`src/rtl/element_delay_accumulator.sv`:
```
// -----------------------------------------------------------------------------
// element_delay_accumulator
//
// Purpose:
//   Integrates the per-element comparator terms K_n (positive and negative
//   side) into running errors. It then walks an integer sample-delay counter
//   per side, Bresenham-style, until each error is back inside its bounds.
//   It emits one delay pair per element index to the delay-line stage.
//
// Optional build macro:
//   DELAY_CLAMP_EN - saturate delays at 0 and 2^DW_DELAY-1 instead of
//                    wrapping. Adds the sticky clamp_hit output.
//
// Ports:
//   clk, rst          - clock, asynchronous active-high reset
//   initiate          - start a run (IDLE only); samples delay_init
//   delay_init        - centre delay d0 in samples
//   term_pos_n        - signed K_n, positive-side element
//   term_neg_n        - signed K_n, negative-side element
//   term_ready        - term pair valid
//   term_last         - current term pair is the last of the run
//   term_ack          - one-cycle pulse: term pair consumed
//   delay_pos         - delay of positive-side element n
//   delay_neg         - delay of negative-side element n
//   element_index     - index n of the current output pair
//   delay_valid       - output pair valid
//   delay_ack         - downstream consumed the output pair
//   step_overflow     - sticky per run: an element exceeded MAX_STEPS steps
//   busy              - high in any state other than IDLE
//   clamp_hit         - (DELAY_CLAMP_EN only) sticky: a delay saturated
//
// States:
//   state       | meaning
//   S_IDLE      | waiting for initiate
//   S_WAIT_TERM | waiting for the next term pair
//   S_ADJUST    | one Bresenham step per cycle on both sides
//   S_OUTPUT    | presenting the delay pair until delay_ack
// -----------------------------------------------------------------------------
module element_delay_accumulator #(
    parameter int DW_INTEGER   = 18,
    parameter int DW_FRACTION  = 6,
    parameter int DW_DELAY     = 13,
    parameter int NUM_ELEMENTS = 64,
    parameter int MAX_STEPS    = 8
) (
    input  logic                                      clk,
    input  logic                                      rst,
    input  logic                                      initiate,
    input  logic [DW_DELAY-1:0]                       delay_init,
    input  logic signed [DW_INTEGER+DW_FRACTION-1:0]  term_pos_n,
    input  logic signed [DW_INTEGER+DW_FRACTION-1:0]  term_neg_n,
    input  logic                                      term_ready,
    input  logic                                      term_last,
    output logic                                      term_ack,
    output logic [DW_DELAY-1:0]                       delay_pos,
    output logic [DW_DELAY-1:0]                       delay_neg,
    output logic [$clog2(NUM_ELEMENTS)-1:0]           element_index,
    output logic                                      delay_valid,
    input  logic                                      delay_ack,
    output logic                                      step_overflow,
`ifdef DELAY_CLAMP_EN
    output logic                                      clamp_hit,
`endif
    output logic                                      busy
);

    localparam int TW = DW_INTEGER + DW_FRACTION;
    localparam int EW = TW + 2;
    localparam int SW = $clog2(MAX_STEPS + 1);
    localparam int IW = $clog2(NUM_ELEMENTS);

    typedef enum logic [1:0] {
        S_IDLE,
        S_WAIT_TERM,
        S_ADJUST,
        S_OUTPUT
    } state_t;

    state_t state, state_nxt;

    logic signed [EW-1:0] e_p, e_n;
    logic [DW_DELAY-1:0]  d_p, d_n;
    logic [IW-1:0]        index;
    logic [SW-1:0]        step_cnt;
    logic                 last_q;

    logic signed [EW-1:0] thr_up_p, thr_up_n;
    logic signed [EW-1:0] thr_dn_p, thr_dn_n;
    logic                 up_p, up_n, dn_p, dn_n;
    logic                 move_up_p, move_up_n, move_dn_p, move_dn_n;
    logic                 settled_p, settled_n;
    logic                 step_limit;
`ifdef DELAY_CLAMP_EN
    logic                 clip_p, clip_n;
`endif

    // Step decision for both sides. Thresholds are (2d+1) and (2d-1) scaled
    // into the term fraction alignment; 2d-1 is formed modulo 2^EW so d=0
    // yields -1 and the decrement bound becomes +1<<DW_FRACTION.
    always_comb begin
        thr_up_p = EW'({d_p, 1'b1}) << DW_FRACTION;
        thr_up_n = EW'({d_n, 1'b1}) << DW_FRACTION;
        thr_dn_p = (EW'({d_p, 1'b0}) - EW'(1)) << DW_FRACTION;
        thr_dn_n = (EW'({d_n, 1'b0}) - EW'(1)) << DW_FRACTION;
        up_p     = (e_p >= thr_up_p);
        up_n     = (e_n >= thr_up_n);
        dn_p     = (e_p <= -thr_dn_p);
        dn_n     = (e_n <= -thr_dn_n);
`ifdef DELAY_CLAMP_EN
        clip_p    = (up_p && (d_p == '1)) || (!up_p && dn_p && (d_p == '0));
        clip_n    = (up_n && (d_n == '1)) || (!up_n && dn_n && (d_n == '0));
        move_up_p = up_p && (d_p != '1);
        move_up_n = up_n && (d_n != '1);
        move_dn_p = !up_p && dn_p && (d_p != '0);
        move_dn_n = !up_n && dn_n && (d_n != '0);
`else
        move_up_p = up_p;
        move_up_n = up_n;
        move_dn_p = !up_p && dn_p;
        move_dn_n = !up_n && dn_n;
`endif
        settled_p  = !move_up_p && !move_dn_p;
        settled_n  = !move_up_n && !move_dn_n;
        step_limit = (step_cnt == SW'(MAX_STEPS));
    end

    always_ff @(posedge clk or posedge rst) begin
        if (rst) begin
            state <= S_IDLE;
        end else begin
            state <= state_nxt;
        end
    end

    always_comb begin
        state_nxt = state;
        case (state)
            S_IDLE:      if (initiate)   state_nxt = S_WAIT_TERM;
            S_WAIT_TERM: if (term_ready) state_nxt = S_ADJUST;
            S_ADJUST: begin
                if ((settled_p && settled_n) || step_limit) state_nxt = S_OUTPUT;
            end
            S_OUTPUT: begin
                if (delay_ack) state_nxt = last_q ? S_IDLE : S_WAIT_TERM;
            end
            default:     state_nxt = S_IDLE;
        endcase
    end

    always_ff @(posedge clk or posedge rst) begin
        if (rst) begin
            e_p           <= '0;
            e_n           <= '0;
            d_p           <= '0;
            d_n           <= '0;
            index         <= '0;
            step_cnt      <= '0;
            last_q        <= 1'b0;
            step_overflow <= 1'b0;
`ifdef DELAY_CLAMP_EN
            clamp_hit     <= 1'b0;
`endif
        end else begin
            case (state)
                S_IDLE: begin
                    if (initiate) begin
                        d_p           <= delay_init;
                        d_n           <= delay_init;
                        e_p           <= '0;
                        e_n           <= '0;
                        index         <= '0;
                        step_overflow <= 1'b0;
`ifdef DELAY_CLAMP_EN
                        clamp_hit     <= 1'b0;
`endif
                    end
                end
                S_WAIT_TERM: begin
                    if (term_ready) begin
                        e_p      <= e_p + {{2{term_pos_n[TW-1]}}, term_pos_n};
                        e_n      <= e_n + {{2{term_neg_n[TW-1]}}, term_neg_n};
                        last_q   <= term_last;
                        step_cnt <= '0;
                    end
                end
                S_ADJUST: begin
`ifdef DELAY_CLAMP_EN
                    if (clip_p || clip_n) clamp_hit <= 1'b1;
`endif
                    if (!(settled_p && settled_n)) begin
                        if (step_limit) begin
                            // Give up on this element and emit current values.
                            step_overflow <= 1'b1;
                        end else begin
                            step_cnt <= step_cnt + SW'(1);
                            if (move_up_p) begin
                                e_p <= e_p - thr_up_p;
                                d_p <= d_p + DW_DELAY'(1);
                            end else if (move_dn_p) begin
                                e_p <= e_p + thr_dn_p;
                                d_p <= d_p - DW_DELAY'(1);
                            end
                            if (move_up_n) begin
                                e_n <= e_n - thr_up_n;
                                d_n <= d_n + DW_DELAY'(1);
                            end else if (move_dn_n) begin
                                e_n <= e_n + thr_dn_n;
                                d_n <= d_n - DW_DELAY'(1);
                            end
                        end
                    end
                end
                S_OUTPUT: begin
                    if (delay_ack && !last_q) index <= index + IW'(1);
                end
                default: ;
            endcase
        end
    end

    // d_p/d_n are frozen in S_OUTPUT, so the delay outputs hold until delay_ack.
    always_comb begin
        term_ack      = (state == S_WAIT_TERM) && term_ready;
        delay_valid   = (state == S_OUTPUT);
        busy          = (state != S_IDLE);
        delay_pos     = d_p;
        delay_neg     = d_n;
        element_index = index;
    end

endmodule
```
`config.mk`:
```
export PLATFORM = sky130hd
export DESIGN_NAME = element_delay_accumulator
export DESIGN_NICKNAME = d
export VERILOG_FILES = /design/src/rtl/element_delay_accumulator.sv
export SDC_FILE = /design/constraint.sdc
export NUM_CORES = 1
export LEC_CHECK = 0
export CORE_ASPECT_RATIO = 0.5
export CORE_MARGIN = 2
export CORE_UTILIZATION = 60
export CTS_BUF_LIST = sky130_fd_sc_hd__clkbuf_16
export CTS_CLUSTER_SIZE = 28
export DETAILED_ROUTE_END_ITERATION = 16
export PLACE_DENSITY = 0.86
export SYNTH_ARGS = -nofsm -noshare
export SYNTH_HDL_FRONTEND = slang
export SYNTH_SLANG_ARGS = --single-unit
```
`constraint.sdc`:
```
create_clock -name clk -period 8.6 [get_ports clk]
set_input_delay 2.15 -clock clk [delete_from_list [all_inputs] [get_ports clk]]
set_output_delay 2.15 -clock clk [all_outputs]
set_load 0.1 [all_outputs]
```
==> After elaboration in Yosys (flattened, before gate mapping) <==
Cells that the tools add are included.
{ "classes": {"reduce_logical": 28, "order_cmp": 4, "eq_ne": 14, "add_sub_neg": 16, "mux": 41} }
{ "op_table": {"columns": ["cell", "count"], "rows": [
  ["$mux W26", 11],
  ["$pmux W26 S3", 2],
  ["$mux W13", 9],
  ["$add A26 B21 Y26", 2],
  ["$add A26 B26 Y26", 2],
  ["$ge A26 B21 Y1", 2],
  ["$le A26 B26 Y1", 2],
  ["$neg A21 Y26", 2],
  ["$pmux W13 S2", 2],
  ["$sub A26 B21 Y26", 2],
  ["$sub A14 B1 Y15 const B", 2],
  ["$add A13 B1 Y13 const B", 2],
  ["$sub A13 B1 Y13 const B", 2],
  ["$mux W4", 3],
  ["$mux W6", 2],
  ["$ne A2 B2 Y1 const B", 6],
  ["$pmux W6 S2", 1],
  ["$reduce_and A4 Y1", 3],
  ["$reduce_and A6 Y1", 2],
  ["$reduce_and A5 Y1", 2],
  ["$mux W2", 4],
  ["$pmux W2 S4", 1],
  ["$pmux W4 S2", 1],
  ["$reduce_bool A2 Y1", 4],
  ["other kinds (16)", 32]
]} }
{ "word_totals": {"wordCells": 112, "output_inout_bits": 36, "register_bits": 92} }

==> Longest topological paths before layout <==
{ "logic_depth": {"ltp_word": 10, "ltp_mapped": 21} }

==> Least setup slack after synthesis <==
OpenSTA, ideal clock, no wires.
{ "synth_path": {"kind": "register to register", "from": "register d_n[0], in the netlist delay_neg[0]", "to": "register d_n[11], in the netlist delay_neg[11]", "arrival_ns": 5.278, "stages_incl_launch_ff": 22, "slack_ns": 3.201, "setup_ns": 0.121, "n_path_buf": 2, "period_less_slack_ns": 5.399, "path_cell_list": "dfrtp_1 inv_1 ha_1 ha_1 or4b_1 nor4_1 and4_1 o2111ai_1 nand2_2 buf_4 inv_2 buf_2 ha_1 a21o_1 a21o_1 a21o_1 a31o_2 a211oi_1 o21ai_0 and3_1 o21a_1 o22a_1"} }
{ "synth_via": {"elab_chain_len": 9, "elab_cells_between_ends": 19, "classes_between": "add/sub: 4; order compare: 2; eq/ne: 2; mux: 5; reduce/logical: 6"} }
{ "synth_lines": {"columns": ["item", "line", "source"], "rows": [
  ["start: declaration", "82", "logic [DW_DELAY-1:0] d_p, d_n;"],
  ["start signal: assignment", "168", "d_n <= delay_init;"],
  ["start signal: assignment", "205", "d_n <= d_n + DW_DELAY'(1);"],
  ["start signal: assignment", "208", "d_n <= d_n - DW_DELAY'(1);"],
  ["$sub A14 B1 Y15", "104", "thr_dn_n = (EW'({d_n, 1'b0}) - EW'(1)) << DW_FRACTION;"],
  ["$neg A21 Y26", "108", "dn_n = (e_n <= -thr_dn_n);"],
  ["$le A26 B26 Y1", "108", null],
  ["$logic_and A1 B1 Y1", "120", "move_dn_n = !up_n && dn_n;"],
  ["$logic_not A1 Y1", "123", "settled_n = !move_up_n && !move_dn_n;"],
  ["$logic_and A1 B1 Y1", "123", null],
  ["$logic_and A1 B1 Y1", "190", "if (!(settled_p && settled_n)) begin"],
  ["$ne A2 B2 Y1 (no line)", null, null],
  ["$reduce_and A5 Y1 (no line)", null, null]
]} }
Several ways; a longest one is shown, not always the timed one. The select of a mux whose other input is x is not followed.
A chain may end at the register's enable or synchronous reset.

==> Final worst setup path <==
{ "layout_path": {"from": "input term_ready", "to": "output term_ack"} }
{ "layout_via": {"elab_chain_len": 1} }
{ "layout_lines": {"columns": ["item", "line", "source"], "rows": [
  ["start: declaration", "52", "input logic term_ready,"],
  ["$logic_and A1 B1 Y1", "223", "term_ack = (state == S_WAIT_TERM) && term_ready;"],
  ["end: declaration", "54", "output logic term_ack,"]
]} }
Every way passes these cells.

==> results.sh <==
export IMPL_syn_cell_area_sq_mm=0.0118
export IMPL_track_usage=0.349
export IMPL_worstSetupEndpoint="term_ack"
export IMPL_fin_tns_setup_ns=0
export IMPL_outcome="complete, no violations"
export IMPL_grt_start_max_net_pins=73
export IMPL_yosysSeqAreaShare=0.195
export IMPL_nets=1818
export IMPL_grt_pass1_wl_mm=58.5
export IMPL_die_h_um=103
export IMPL_worst_setup_path_start_kind="input pin"
export IMPL_max_freq_mhz=165
export IMPL_yosysWarnings=0
export IMPL_async_flop_share=1.00
export IMPL_hold_class="reg2reg"
export IMPL_syn_num_nets=1741
export IMPL_route_antenna_remaining_nets=0
export IMPL_maxCapViolCount=0
export IMPL_endpoint_kind="output port"
export IMPL_slew_headroom=0.292
export IMPL_r2r_slack_ns=2.63
export IMPL_via_count=12223
export IMPL_routedWlPerCell_um=19.6
export IMPL_synth_area_top_cells="dfrtp_1 20%, ha_1 16%, xnor2_1 6.8%"
export IMPL_clkSinkCount=92
export IMPL_antenna_found_initial=0
export IMPL_dp_hpwl_mm=28.5
export IMPL_holdWs_ns=0.516
export IMPL_clk_latency_ns=0.36
export IMPL_ys_seq_elements=92
export IMPL_stdcell_count=1868
export IMPL_num_antenna_cells=0
export IMPL_vias_per_cell=6.54
export IMPL_drt_iter0_markers=1148
export IMPL_cp_data_required_time_ns=6.45
export IMPL_cp_data_arrival_time_ns=3.91
export IMPL_synth_cell_types=85
export IMPL_clk_pin_slew_worst_paths_ns=0.07
export IMPL_drive_gt1_frac=0.0356
export IMPL_placement_io_buffers=102
export IMPL_grt_pass1_vias=11839
export IMPL_finalCriticalPeriod_ns=6.06
export IMPL_fin_skew_ns=0.0130
export IMPL_rsz0062_at_grt="false"
export IMPL_path_class="in2out"
export IMPL_overflow=0
export IMPL_placedCellCount=1852
export IMPL_yosys_area_top_type="dfrtp_1"
export IMPL_r2r_start="delay_neg[0]"
export IMPL_cts_buffers=9
export IMPL_rr_worst_depth=19
export IMPL_wl_mm=36.7
export IMPL_path_max_fanout=2
export IMPL_ys_flop_type="dfrtp_1"
export IMPL_synth_top_area_share=0.195
export IMPL_critPathLaunch="term_ready"
export IMPL_rows=36
export IMPL_drc_errors=0
export IMPL_die_x_um=202
export IMPL_r2r_end="delay_neg[12]"
export IMPL_syn_area_per_cell_sq_um=7.77
export IMPL_synth_cells=1520
export IMPL_timing_final_crit_share=0.704
export IMPL_synth_edf_count=0
export IMPL_cts_tree="done"
export IMPL_ctsResizeCount=0
export IMPL_area_growth_pct=13.0
export IMPL_max_clock_path_buffers=2
export IMPL_gp_congestion=0.980
export IMPL_ios=103
export IMPL_start_util=0.609
export IMPL_coreArea_sq_mm=0.0194
export IMPL_postCtsSetupBuffers=0
export IMPL_drtPass1Iterations=5
export IMPL_holdBufCountCts=0
export IMPL_die_area_sq_mm=0.0209
export IMPL_setup_viol=0
export IMPL_slew_violations=0
export IMPL_h_tree_depth=3
export IMPL_clock_root_buffer="clkbuf_16"
export IMPL_tightest_slew_ns=1.06
export IMPL_finalHoldViolations=0
==> flip-flops by register name, indices dropped and copies added (netlist names), 2 cells and up <==
signal / flops
delay_neg: 13
delay_pos: 13
e_n: 26
e_p: 26
element_index: 6
state: 2
step_cnt: 4
==> routing by layer <==
metal | vias to the layer above | GRT usage | routed length [um]
li1 | 5765 | - | -
met1 | 5787 | 0.426 | 15200
met2 | 543 | 0.624 | 17600
met3 | 128 | 0.0523 | 2580
met4 | 0 | 0.159 | 1380
met5 | - | 0 | 0
==> Yosys cell counts (23+ instances only) <==
library cell	count
a31oi_1	26
nor3_1	42
a21oi_1	138
xor2_1	49
o21ai_0	123
xnor2_1	91
nand3_1	31
inv_1	68
a22oi_1	23
nand2_1	165
ha_1	148
nor2_1	120
dfrtp_1	92
a21o_1	49
==> logic make-up (layout without fill, tap and decap cells) <==
logic type	after synthesis	after routing	share of synthesized area
compound gates	528	528	0.290
xor+xnor	140	140	0.104
fa+ha+maj	154	154	0.167
buf+inv	114	196	0.0388
flops	92	92	0.195
mux	20	20	0.0171
simple gates	472	472	0.189
==> critical path: stages <==
cell             delay (ns)
clkdlybuf4s50_1        0.47
and2_1                 0.15
clkdlybuf4s50_1        1.14
==> area by class of cell <==
type / instances / area [sq um]
Clock inverter: 7 / 86.3
Timing Repair Buffer: 109 / 1070
Fill cell: 1604 / 6030
Inverter: 71 / 268
Multi-Input combinational cell: 1314 / 9050
Clock buffer: 9 / 225
Tap cell: 266 / 333
Sequential cell: 92 / 2300
==> worst min-delay path by stage <==
stage                  startpoint            end  slack [ns]  cells past startpoint
floorplan                  e_n[3]         e_n[3]        0.46                      2
global placement           e_p[0]         e_p[0]        0.50                      2
detailed placement  step_overflow  step_overflow        0.50                      2
CTS                 step_overflow  step_overflow        0.52                      2
global route        step_overflow  step_overflow        0.56                      2
finish              step_overflow  step_overflow        0.52                      2
==> stage by stage <==
stage / setup slack (ns) / util / cell area [sq um]
floorplan: 3.20 / - / 11800
global placement: 2.55 / 0.672 / 13000
detailed placement: 2.54 / 0.672 / 13000
CTS: 2.54 / 0.689 / 13300
global route: 2.38 / 0.689 / 13300
finish: 2.54 / 0.689 / 13300
==> placed cells by master, fill, tap and decap left out, types with 16 or more instances in the layout <==
cell             instances
ha_1                   147
nor2_1                 120
nor2b_1                 20
clkdlybuf4s50_1        102
o21ai_0                123
a22oi_1                 23
o31ai_1                 16
a21oi_1                138
dfrtp_1                 92
a21o_1                  49
nor3_1                  42
xor2_1                  49
inv_1                   67
xnor2_1                 91
o211ai_1                16
nand2_1                165
mux2i_1                 19
nand3_1                 31
a31oi_1                 26
a211oi_1                20
Power is left out: the tool's default activity adds up to more than one toggle a clock period on the data nets, which glitch-free logic cannot reach.
